`src/rtl/alu_op_issue.sv`:
```
// ID/EX issue stage: decodes a MIPS instruction plus rs/rt values into ALU operands and control.
// Latency: 1 cycle from accept to out_valid. Flush squashes the held and incoming instruction.
// Backpressure: in_ready = !out_valid | out_ready, so the payload holds stable while the ALU stalls.
module alu_op_issue #(
  parameter int CNT_W = 8
) (
  input  logic             clk,
  input  logic             rst_n,
  input  logic             in_valid,
  output logic             in_ready,
  input  logic [31:0]      instr,
  input  logic [31:0]      rs_val,
  input  logic [31:0]      rt_val,
  input  logic             flush,
  output logic             out_valid,
  input  logic             out_ready,
  output logic [31:0]      alu_a,
  output logic [31:0]      alu_b,
  output logic [3:0]       alu_func,
  output logic [4:0]       alu_shamt,
  output logic [4:0]       dest_reg,
  output logic             reg_write,
  output logic             illegal,
  output logic [CNT_W-1:0] illegal_count
);

  localparam logic [3:0] F_ADD  = 4'b0000, F_SUB  = 4'b0001, F_AND  = 4'b0010;
  localparam logic [3:0] F_OR   = 4'b0011, F_XOR  = 4'b0100, F_SLL  = 4'b0101;
  localparam logic [3:0] F_SRL  = 4'b0110, F_SRA  = 4'b0111, F_SLT  = 4'b1000;
  localparam logic [3:0] F_SLTU = 4'b1001, F_NOR  = 4'b1010, F_SLLV = 4'b1011;
  localparam logic [3:0] F_SRLV = 4'b1100, F_SRAV = 4'b1101, F_LUI  = 4'b1110;

  typedef struct packed {
    logic [31:0] a;
    logic [31:0] b;
    logic [3:0]  func;
    logic [4:0]  shamt;
    logic [4:0]  dest;
    logic        we;
    logic        ill;
  } payload_t;

  logic [5:0]  op, fn;
  logic [4:0]  rt, rd, sh;
  logic [31:0] imm_se, imm_ze;

  assign op     = instr[31:26];
  assign rt     = instr[20:16];
  assign rd     = instr[15:11];
  assign sh     = instr[10:6];
  assign fn     = instr[5:0];
  assign imm_se = {{16{instr[15]}}, instr[15:0]};
  assign imm_ze = {16'h0000, instr[15:0]};

  payload_t        dec;
  payload_t        pay_d, pay_q;
  logic            out_valid_d, out_valid_q;
  logic [CNT_W-1:0] cnt_d, cnt_q;
  logic            accept;

  assign in_ready = !out_valid_q | out_ready;
  assign accept   = in_valid & in_ready & !flush;

  // Decode the instruction into the ALU payload; undecodable encodings collapse to a zeroed ADD.
  always_comb begin
    dec       = '0;
    dec.a     = rs_val;
    dec.b     = rt_val;
    dec.func  = F_ADD;
    dec.dest  = rt;
    dec.we    = 1'b1;
    unique case (op)
      6'h00: begin
        dec.dest  = rd;
        dec.shamt = sh;
        case (fn)
          6'h20, 6'h21: dec.func = F_ADD;
          6'h22, 6'h23: dec.func = F_SUB;
          6'h24:        dec.func = F_AND;
          6'h25:        dec.func = F_OR;
          6'h26:        dec.func = F_XOR;
          6'h27:        dec.func = F_NOR;
          6'h2A:        dec.func = F_SLT;
          6'h2B:        dec.func = F_SLTU;
          6'h00:        dec.func = F_SLL;
          6'h02:        dec.func = F_SRL;
          6'h03:        dec.func = F_SRA;
          6'h04: begin dec.func = F_SLLV; dec.a = {27'b0, rs_val[4:0]}; end
          6'h06: begin dec.func = F_SRLV; dec.a = {27'b0, rs_val[4:0]}; end
          6'h07: begin dec.func = F_SRAV; dec.a = {27'b0, rs_val[4:0]}; end
          default:      dec.ill  = 1'b1;
        endcase
      end
      6'h08, 6'h09, 6'h23: begin dec.func = F_ADD;  dec.b = imm_se; end
      6'h0A:               begin dec.func = F_SLT;  dec.b = imm_se; end
      6'h0B:               begin dec.func = F_SLTU; dec.b = imm_se; end
      6'h0C:               begin dec.func = F_AND;  dec.b = imm_ze; end
      6'h0D:               begin dec.func = F_OR;   dec.b = imm_ze; end
      6'h0E:               begin dec.func = F_XOR;  dec.b = imm_ze; end
      6'h0F:               begin dec.func = F_LUI;  dec.b = imm_ze; dec.a = '0; end
      6'h2B: begin
        dec.func = F_ADD;
        dec.b    = imm_se;
        dec.dest = '0;
        dec.we   = 1'b0;
      end
      6'h04, 6'h05: begin
        dec.func = F_SUB;
        dec.dest = '0;
        dec.we   = 1'b0;
      end
      default: dec.ill = 1'b1;
    endcase
    if (dec.ill) begin
      dec.a     = '0;
      dec.b     = '0;
      dec.func  = F_ADD;
      dec.shamt = '0;
      dec.dest  = '0;
      dec.we    = 1'b0;
    end
  end

  // Next-state: flush wins, then accept (which also covers consume+accept), then consume.
  always_comb begin
    pay_d       = pay_q;
    out_valid_d = out_valid_q;
    cnt_d       = cnt_q;
    if (flush) begin
      out_valid_d = 1'b0;
    end else if (accept) begin
      pay_d       = dec;
      out_valid_d = 1'b1;
      if (dec.ill && !(&cnt_q)) cnt_d = cnt_q + 1'b1;
    end else if (out_ready) begin
      out_valid_d = 1'b0;
    end
  end

  // State registers; reset clears the payload and counter immediately.
  always_ff @(posedge clk or negedge rst_n) begin
    if (!rst_n) begin
      pay_q       <= '0;
      out_valid_q <= 1'b0;
      cnt_q       <= '0;
    end else begin
      pay_q       <= pay_d;
      out_valid_q <= out_valid_d;
      cnt_q       <= cnt_d;
    end
  end

  assign out_valid     = out_valid_q;
  assign alu_a         = pay_q.a;
  assign alu_b         = pay_q.b;
  assign alu_func      = pay_q.func;
  assign alu_shamt     = pay_q.shamt;
  assign dest_reg      = pay_q.dest;
  assign reg_write     = pay_q.we;
  assign illegal       = pay_q.ill;
  assign illegal_count = cnt_q;

endmodule

```
`config.mk`:
```
export PLATFORM = sky130hd
export DESIGN_NAME = alu_op_issue
export DESIGN_NICKNAME = d
export VERILOG_FILES = /design/src/rtl/alu_op_issue.sv
export SDC_FILE = /design/constraint.sdc
export NUM_CORES = 1
export LEC_CHECK = 0
export ABC_AREA = 1
export ABC_CLOCK_PERIOD_IN_PS = 2150
export BUFFER_PORTS_ARGS = -buffer_cell sky130_fd_sc_hd__buf_2
export CORE_MARGIN = 2
export CORE_UTILIZATION = 48
export CTS_CLUSTER_SIZE = 20
export DETAILED_ROUTE_END_ITERATION = 12
export PLACE_DENSITY = 0.8
export SETUP_SLACK_MARGIN = 0.1
export SLEW_MARGIN = 20
export SYNTH_ARGS = -nofsm -noshare
export SYNTH_HDL_FRONTEND = slang
export SYNTH_SLANG_ARGS = --single-unit
```
`constraint.sdc`:
```
create_clock -name clk -period 2.15 [get_ports clk]
set_input_delay 0.43 -clock clk [delete_from_list [all_inputs] [get_ports clk]]
set_output_delay 0.43 -clock clk [all_outputs]
set_load 0.01 [all_outputs]
```
==> results of run 1 <==
==> layout by cell type (no fill, tap or decap), types with 7 or more instances in the layout <==
master	Yosys	layout
buf_2	9	184
buf_4	0	13
inv_2	7	7
nor2_1	15	15
dfrtp_1	89	89
inv_1	37	37
clkbuf_8	0	10
nand3_1	64	64
o21ai_1	34	34
nand4_1	12	12
nand2_1	243	243
==> logic make-up (layout without fill, tap and decap cells) <==
| kind of cell | count (synthesis) | after routing | synth area share, % |
|---|---|---|---|
| simple gates | 356 | 356 | 35.1 |
| flops | 89 | 89 | 49.5 |
| buf+inv | 71 | 259 | 7.09 |
| compound gates | 54 | 54 | 6.81 |
| xor+xnor | 6 | 6 | 1.17 |
| fa+ha+maj | 1 | 1 | 0.278 |
==> layer usage <==
metal / share of wire (%) / global-route usage, % / vias to the layer above
met5: 0 / 0 / -
li1: - / - / 2218
met3: 6.8 / 4.79 / 19
met2: 50 / 43.1 / 164
met1: 41 / 29.7 / 2040
met4: 1.5 / 7.59 / 0
==> layout make-up <==
type	count	area [sq um]
Fill cell	803	3430
Sequential cell	89	2230
Multi-Input combinational cell	417	1960
Timing Repair Buffer	198	1040
Inverter	45	171
Tap cell	111	139
Clock buffer	10	138
Clock inverter	6	48.8
==> path summary, 6_finish.rpt <==
path	end	start	slack (ns)	depth (start not counted)
setup / recovery	alu_a[27]	instr[5]	0.48	9
hold / removal	alu_a[29]	rst_n	0.01	1
setup reg to reg	illegal_count[3]	illegal_count[0]	0.54	7
hold reg to reg	alu_b[14]	alu_b[14]	0.48	2
max in group asynchronous	alu_a[30]	rst_n	1.44	2
min in group clk	out_valid	flush	0.28	2
==> metrics by stage <==
stage | setup WS (ns) | area (sq um) | hold slack [ns] | utilization [%]
after floorplan | 0.574 | 4500 | 0.134 | -
after global placement | 0.212 | 5530 | 0.399 | 60.5
after detailed placement | 0.143 | 5530 | 0.415 | 60.5
after CTS | 0.516 | 5720 | 0.0211 | 62.5
after global routing | 0.369 | 5720 | 0.0241 | 62.5
final | 0.480 | 5720 | 0.0127 | 62.5
==> worst reg2reg max path: stages, from the launching register on <==
cell	delay, ns
dfrtp_1	0.44
ha_1	0.25
nand3_1	0.12
nor2_1	0.07
nand3_1	0.09
nand4_1	0.31
nand2_1	0.16
nand2_1	0.07
==> power by group <==
part           switching (mW)  internal, mW
combinational           0.480         0.319
clock                   0.642         0.468
sequential              0.106          1.82
total                    1.23          2.60
==> flow_metrics.py, run 1 <==
metrics = {
    "logic_synthesis": {
        "syn_area_sq_um": 4500,
        "yosysUniqueCellTypes": 37,
        "syn_nets": 679,
        "synth.largest_area_cell": "dfrtp_1",
        "synth_edf_count": 0,
        "postSynthAreaPerCell_sq_um": 7.80,
        "synth_area_leaders": "dfrtp_1 50%, nand2_1 20%, nand3_1 7.1%",
        "yosys.area.top_type_share_pct": 49.5,
        "ys_warn_count": 0,
        "ys_top_cells_by_count": "243 x nand2_1, 89 x dfrtp_1, 64 x nand3_1, 37 x inv_1, 34 x o21ai_1",
        "synth.ff_latch_count": 89,
        "syn_inst": 577,
        "synth_async_sr_flop_share_pct": 100,
        "yosysMostFrequentCell": "nand2_1",
        "ys.flop_type": "dfrtp_1",
        "yosysSeqAreaShare_pct": 49.5,
    },
    "routing": {
        "first_iter_violations": 179,
        "drc": 0,
        "via_per_inst": 5.07,
        "drtAntennaViolNets": 0,
        "post_drt_wl_per_cell_microns": 14.2,
        "vias": 4441,
        "drtPass1Iterations": 4,
        "drt-total-wl_microns": 12500,
    },
    "timing": {
        "slew_violations": 0,
        "setup_violations": 0,
        "finClkSkew_ns": 0.00974,
        "slew_headroom_pct": 61.2,
        "worst-slew-pin-transition_ns": 0.580,
        "fin_setup_tns_ns": 0,
        "hold_viol_final": 0,
        "fmax_mhz": 599,
        "rsz0062_at_grt": "no",
        "timing.final.crit_share_pct": 77.7,
        "final.min_clock_period_ns": 1.67,
    },
    "final_layout": {
        "nets": 862,
        "finalNonFillerCells": 876,
        "drive_gt1_share_pct": 31.5,
        "diodes": 0,
        "areaGrowthSynthToFinish_pct": 27.2,
    },
    "global_routing": {
        "grt_pass1_vias": 4152,
        "grt_pass1_wl_microns": 19500,
        "grt_usage_pct": 24.3,
        "grt_max_degree": 53,
        "overflow": 0,
        "grt_antenna_before_repair": 0,
    },
    "floorplan": {
        "initial_core_util_pct": 49.1,
        "ios": 191,
        "rows": 35,
        "die-area_sq_um": 10200,
        "die_h_microns": 101,
        "die_w_microns": 101,
        "coreArea_sq_um": 9150,
    },
    "power": {
        "p_leak_nw": 3.46,
        "ir_drop_v": 0.000378,
        "power_mw": 3.83,
        "p_per_area_nw_per_um2": 670,
    },
    "clock_network": {
        "insertion_delay_ns": 0.34,
        "cts_buffers": 9,
        "ctsHoldBuffers": 0,
        "post-cts-setup-buffer-count": 0,
        "cts_tree": "done",
        "cts_buffer_depth": 2,
        "clkSlewWorstSetupHoldPaths_ns": 0.10,
        "cts_root_buffer": "clkbuf_8",
        "htreeDepth": 3,
        "ctsResizeCount": 0,
        "cts_num_sinks": 89,
    },
    "min_path": {
        "hold_class": "in2async",
    },
    "setup_path": {
        "cpMaxStageDelayCell": "nor2_1",
        "start_kind": "input pin",
        "slowest_delay_ns": 0.29,
        "arrival_ns": 1.94,
        "critical_path.top_delay_family": "simple AND/OR/NAND/NOR gates",
        "worst-path-buf-inv": 2,
        "critPathCaptureType": "register",
        "crit_type": "in2reg",
        "path_cells": "buf_2 -> nor2_1 -> nand3_1 -> nand4_2 -> nand2_4 -> nand2_8 -> buf_4 -> nand3_1 -> nand2_1",
        "timing.critical_path.mode_cell": "nand3_1",
        "cp_max_fo": 27,
        "crit_required_ns": 2.42,
    },
    "status": {
        "status": "completed",
    },
    "place": {
        "gp_congestion": 0.868,
        "dp.cells": 860,
        "hpwl_microns": 9360,
        "port_buffers": 185,
    },
    "run": {
        "maxCapViolations": 0,
    },
}
(Power assumes the default switching activity.)
==> run 2, diff against run 1 <==
--- a/config.mk
+++ b/config.mk
@@ -6,13 +6,13 @@
 export NUM_CORES = 1
 export LEC_CHECK = 0
 export ABC_AREA = 1
-export ABC_CLOCK_PERIOD_IN_PS = 2150
+export ABC_CLOCK_PERIOD_IN_PS = 1350
 export BUFFER_PORTS_ARGS = -buffer_cell sky130_fd_sc_hd__buf_2
 export CORE_MARGIN = 2
-export CORE_UTILIZATION = 48
+export CORE_UTILIZATION = 43
 export CTS_CLUSTER_SIZE = 20
 export DETAILED_ROUTE_END_ITERATION = 12
-export PLACE_DENSITY = 0.8
+export PLACE_DENSITY = 0.76
 export SETUP_SLACK_MARGIN = 0.1
 export SLEW_MARGIN = 20
 export SYNTH_ARGS = -nofsm -noshare
==> constraint.sdc (replaced) <==
create_clock -name clk -period 1.35 [get_ports clk]
set_input_delay 0.27 -clock clk [delete_from_list [all_inputs] [get_ports clk]]
set_output_delay 0.27 -clock clk [all_outputs]
set_load 0.01 [all_outputs]
==> flow_metrics.py, run 2 (synthesis gave the netlist of run 1 again) <==
metrics = {
    "timing": {
        "setup_violations": 83,
        "timing.final.crit_share_pct": 105,
        "hold_viol_final": 0,
        "fin_setup_tns_ns": -2.82,
        "worst-slew-pin-transition_ns": 0.472,
        "final.min_clock_period_ns": 1.42,
        "fmax_mhz": 706,
        "slew_headroom_pct": 68.5,
        "finClkSkew_ns": 0.00972,
        "rsz0062_at_grt": "yes",
        "slew_violations": 0,
        "setup_slack_ns": -0.0655,
    },
    "final_layout": {
        "diodes": 0,
        "fin_util_pct": 64.1,
        "areaGrowthSynthToFinish_pct": 45.9,
        "drive_gt1_share_pct": 39.1,
        "fill_cells": 888,
        "final_common_cell": "nand2_1",
        "nets": 921,
        "final_cell_mix": "235 x nand2_1, 181 x buf_2, 88 x dfrtp_1, 58 x nand3_1, 48 x buf_4",
    },
    "routing": {
        "post_drt_wl_per_cell_microns": 14.1,
        "first_iter_violations": 412,
        "via_per_inst": 4.98,
        "drt-total-wl_microns": 13500,
        "drtAntennaViolNets": 0,
        "drtPass1Iterations": 5,
        "vias": 4778,
        "drc": 0,
    },
    "global_routing": {
        "grt_pass1_vias": 4427,
        "use_met3_pct": 3.00,
        "top_usage_layer": "met2",
        "grt_antenna_before_repair": 0,
        "overflow": 0,
        "grt_usage_pct": 23.3,
        "grt_pass1_wl_microns": 21100,
        "grt.met1_usage_pct": 31.1,
        "grtUsageMet2_pct": 39.4,
        "grt_max_degree": 90,
    },
    "clock_network": {
        "htreeDepth": 3,
        "cts_num_sinks": 89,
        "insertion_delay_ns": 0.35,
        "clkSlewWorstSetupHoldPaths_ns": 0.09,
        "cts_buffer_depth": 2,
        "cts_tree": "done",
        "cts_buffers": 9,
        "cts_root_buffer": "clkbuf_8",
    },
    "setup_path": {
        "start_kind": "register",
        "cp_max_fo": 6,
        "arrival_ns": 1.65,
        "r2r-end": "alu_a[8]",
        "crit_start": "out_valid",
        "r2r-start": "out_valid",
        "crit_required_ns": 1.59,
        "r2r_setup_slack_ns": -0.07,
        "crit_type": "reg2reg",
        "r2r_cells": 9,
        "critPathCaptureType": "register",
    },
    "power": {
        "netSwitchingPower_mw": 2.01,
        "p_per_area_nw_per_um2": 978,
        "pwr-share-seq_pct": 47.9,
        "ir_drop_v": 0.000603,
        "p_leak_nw": 3.86,
        "switching_share_pct": 31.3,
        "p_clk_share_pct": 26.3,
        "p_comb_share_pct": 25.9,
        "cell_internal_pwr_mw": 4.41,
    },
    "floorplan": {
        "die-area_sq_um": 11300,
        "rows": 37,
        "die_h_microns": 106,
        "die_w_microns": 106,
        "initial_core_util_pct": 44.0,
        "ios": 191,
        "coreArea_sq_um": 10200,
    },
    "min_path": {
        "hold-path-endpoint": "out_valid",
        "hold_class": "in2reg",
        "hold_start": "flush",
        "min_path_cells": 2,
    },
    "place": {
        "gp_congestion": 0.899,
        "port_buffers": 185,
        "hpwl_microns": 9770,
    },
    "status": {
        "failed_checks": "negative setup slack",
        "status": "complete, but fails checks",
    },
    "run": {
        "maxCapViolations": 0,
    },
}
run 2: cell count changes in the layout (fill, tap and decap cells not counted), moves of 6 or more:
cell and change:
buf_12 +9, nand3_2 +6, nand2_1 -8, buf_4 +35, nand3_1 -6, nand2_2 +8, buf_6 +9
run 2: power groups by stage:
stage | sequential, mW | combinational, mW | clock (mW)
global placement | 3.09 | 1.43 | 0
detailed placement | 3.11 | 1.46 | 0
floorplan | 3.22 | 0.612 | 0
CTS | 3.06 | 1.56 | 1.73
finish | 3.07 | 1.66 | 1.69
global route | 3.10 | 1.82 | 1.85
run 2: timing repair:
item | CTS | global route
hold buffers | 1 | 0
buffers inserted | 6 | 4
resized for setup | 19 | 25
pin swaps | 2 | 0
hold endpoints to repair | 89 | 0
setup endpoints to repair | 92 | 95
gates cloned | 2 | 4
run 2: per-layer routing:
metal	share of wire, %	wire length (microns)	vias up
met2	49	6590	180
met5	0	0	-
met1	45	6030	2244
met4	1.4	189	0
met3	5.4	732	18
li1	-	-	2336
run 2: cell type report:
class	instances	area, sq um	area share, %
multi-input combinational	418	2070	31.5
tap	136	170	2.59
clock buffer	10	138	2.10
timing repair buffer	256	1740	26.4
sequential	89	2230	34.0
clock inverter	6	40.0	0.610
inverter	45	181	2.77
run 2: worst max-delay path, cell delays in order, from the launching register on:
cell and delay [ns]:
dfrtp_1 0.38, inv_1 0.07, nor2_2 0.05, nor3_4 0.17
buf_6 0.16, inv_8 0.06, buf_12 0.15, clkbuf_16 0.15
nand2_2 0.06, nand2_1 0.06
run 2: metrics by stage:
| step | power, mW | hold WS [ns] | setup slack, ns | instances | area, sq um |
|---|---|---|---|---|---|
| 2_1_floorplan | 3.83 | -0.0256 | -0.0940 | 577 | 4640 |
| 3_3_place_gp | 4.52 | 0.344 | -0.272 | 928 | 6000 |
| 3_5_place_dp | 4.57 | 0.351 | -0.296 | 928 | 6000 |
| 4_1_cts | 6.34 | 0.0991 | -0.0459 | 953 | 6340 |
| 5_1_grt | 6.77 | 0.0952 | -0.156 | 960 | 6560 |
| 6_report | 6.42 | 0.112 | -0.0655 | 960 | 6560 |
run 2: how the worst max path moves through the flow:
stage,end,slack [ns],cells past startpoint
after global placement,alu_a[31],-0.27,9
after global routing,alu_a[10],-0.16,9
after floorplan,illegal_count[3],-0.09,7
final,alu_a[8],-0.07,9
after detailed placement,alu_a[31],-0.30,9
after CTS,alu_b[24],-0.05,9
==> run 3, diff against run 2 <==
--- a/config.mk
+++ b/config.mk
@@ -9,10 +9,11 @@
 export ABC_CLOCK_PERIOD_IN_PS = 1350
 export BUFFER_PORTS_ARGS = -buffer_cell sky130_fd_sc_hd__buf_2
 export CORE_MARGIN = 2
-export CORE_UTILIZATION = 43
+export CORE_UTILIZATION = 45
+export CTS_BUF_LIST = sky130_fd_sc_hd__clkbuf_4 sky130_fd_sc_hd__clkbuf_8
 export CTS_CLUSTER_SIZE = 20
 export DETAILED_ROUTE_END_ITERATION = 12
-export PLACE_DENSITY = 0.76
+export PLACE_DENSITY = 0.79
 export SETUP_SLACK_MARGIN = 0.1
 export SLEW_MARGIN = 20
 export SYNTH_ARGS = -nofsm -noshare
==> flow_metrics.py, run 3 (synthesis gave the netlist of run 1 again) <==
metrics = {
    "place": {
        "gp_congestion": 0.958,
        "port_buffers": 185,
        "place_area_sq_um": 5920,
        "hpwl_microns": 9770,
    },
    "power": {
        "p_per_area_nw_per_um2": 994,
        "ir_drop_v": 0.000648,
        "power_mw": 6.61,
        "p_leak_nw": 3.87,
    },
    "floorplan": {
        "die_h_microns": 104,
        "die_w_microns": 104,
        "initial_core_util_pct": 46.2,
        "die-area_sq_um": 10800,
        "coreArea_sq_um": 9730,
        "rows": 36,
        "ios": 191,
    },
    "global_routing": {
        "grt_usage_pct": 26.1,
        "grt_pass1_wl_microns": 22900,
        "grt_max_degree": 90,
        "grt_antenna_before_repair": 0,
        "grt_pass1_vias": 4715,
        "overflow": 0,
    },
    "final_layout": {
        "nets": 919,
        "areaGrowthSynthToFinish_pct": 47.8,
        "diodes": 0,
        "fill_cells": 827,
        "drive_gt1_share_pct": 40.5,
        "stdcell_area_sq_um": 6650,
        "final_cell_mix": "232 x nand2_1, 180 x buf_2, 86 x dfrtp_1, 61 x nand3_1, 44 x buf_4",
        "final_common_cell": "nand2_1",
    },
    "timing": {
        "finClkSkew_ns": 0.00921,
        "worst-slew-pin-transition_ns": 0.501,
        "slew_violations": 0,
        "setup_slack_ns": -0.114,
        "fmax_mhz": 683,
        "setup_violations": 50,
        "rsz0062_at_grt": "yes",
        "slew_headroom_pct": 66.6,
        "timing.final.crit_share_pct": 108,
        "final.min_clock_period_ns": 1.46,
        "hold_viol_final": 0,
    },
    "clock_network": {
        "cts_buffers": 9,
        "cts_num_sinks": 89,
        "htreeDepth": 3,
        "clkSlewWorstSetupHoldPaths_ns": 0.09,
        "insertion_delay_ns": 0.36,
        "cts_buffer_depth": 2,
        "cts_tree": "done",
        "cts_root_buffer": "clkbuf_8",
    },
    "routing": {
        "drt-total-wl_microns": 14400,
        "first_iter_violations": 318,
        "post_drt_wl_per_cell_microns": 15.1,
        "vias": 4845,
        "drtAntennaViolNets": 0,
        "drtPass1Iterations": 5,
        "drc": 0,
        "via_per_inst": 5.07,
    },
    "setup_path": {
        "cp_max_fo": 3,
        "arrival_ns": 1.77,
        "critPathCaptureType": "register",
        "crit_type": "reg2reg",
        "crit_required_ns": 1.65,
        "start_kind": "register",
    },
    "run": {
        "maxCapViolations": 0,
    },
    "status": {
        "status": "complete, but fails checks",
        "failed_checks": "negative setup slack",
    },
    "min_path": {
        "hold_class": "in2reg",
    },
}
==> run 3: changes by cell type in the layout (fill, tap and decap cells not counted), sizes merged <==
cell / change
clkinvlp: +2
buf: -3
clkinv: -1
inv: +1
clkbuf: -3
bufbuf: +2
==> run 3: area by class of cell <==
class	instances	area, sq um	share of cell area (%)
sequential	89	2230	33.6
clock inverter	6	48.8	0.734
clock buffer	10	138	2.07
timing repair inverter	2	27.5	0.414
tap	133	166	2.50
timing repair buffer	252	1720	25.9
inverter	45	184	2.77
multi-input combinational	418	2130	32.0
==> run 3: timing repair <==
| action | in CTS | in global routing |
|---|---|---|
| pin swaps | 12 | 2 |
| gates resized for setup | 59 | 13 |
| hold endpoints to repair | 89 | 0 |
| setup endpoints to repair | 92 | 96 |
| cloned | 6 | 1 |
| hold buffers | 1 | 0 |
| setup buffers | 7 | 7 |
==> run 3: power breakdown <==
| group | switching (mW) | total [mW] | internal (mW) |
|---|---|---|---|
| Combinational | 0.926 | 1.77 | 0.839 |
| Clock | 1.03 | 1.76 | 0.736 |
| Sequential | 0.176 | 3.08 | 2.90 |
==> run 3: through the flow <==
stage | TNS, ns | hold WS [ns] | setup WS (ns) | cells | utilization [%]
after floorplan | -4.97 | -0.0256 | -0.0940 | 577 | -
after global placement | -17.21 | 0.348 | -0.280 | 917 | 60.8
after detailed placement | -21.35 | 0.350 | -0.313 | 917 | 60.8
after CTS | -1.26 | 0.0948 | -0.0620 | 947 | 66.9
after global routing | -7.29 | 0.123 | -0.176 | 955 | 68.3
final | -1.29 | 0.131 | -0.114 | 955 | 68.3
==> run 3: worst max-delay path, cell delays in order, from the launching register on <==
cell and delay [ns]:
dfrtp_1 0.42, buf_4 0.14, buf_6 0.10, nand3_1 0.16
nor3_2 0.21, xor2_1 0.18, nand4_1 0.11, nand2_1 0.08
==> run 3: worst paths after layout <==
| path | from | to | slack [ns] | depth (start not counted) |
|---|---|---|---|---|
| setup reg to reg | illegal_count[1] | illegal_count[7] | -0.11 | 7 |
| hold reg to reg | alu_shamt[2] | alu_shamt[2] | 0.48 | 2 |
| min in group asynchronous | rst_n | alu_a[18] | 0.46 | 3 |
| hold / removal | rs_val[23] | alu_a[23] | 0.13 | 3 |
| setup / recovery | illegal_count[1] | illegal_count[7] | -0.11 | 7 |
| max in group asynchronous | rst_n | illegal_count[2] | 0.45 | 3 |
==> run 3: per-layer routing <==
layer / share of wire [%] / GRT usage (%) / up-vias
met2: 50 / 45.3 / 191
met4: 1.1 / 7.34 / 0
met5: 0 / 0 / -
li1: - / - / 2327
met3: 6.4 / 5.39 / 14
met1: 42 / 33.0 / 2313
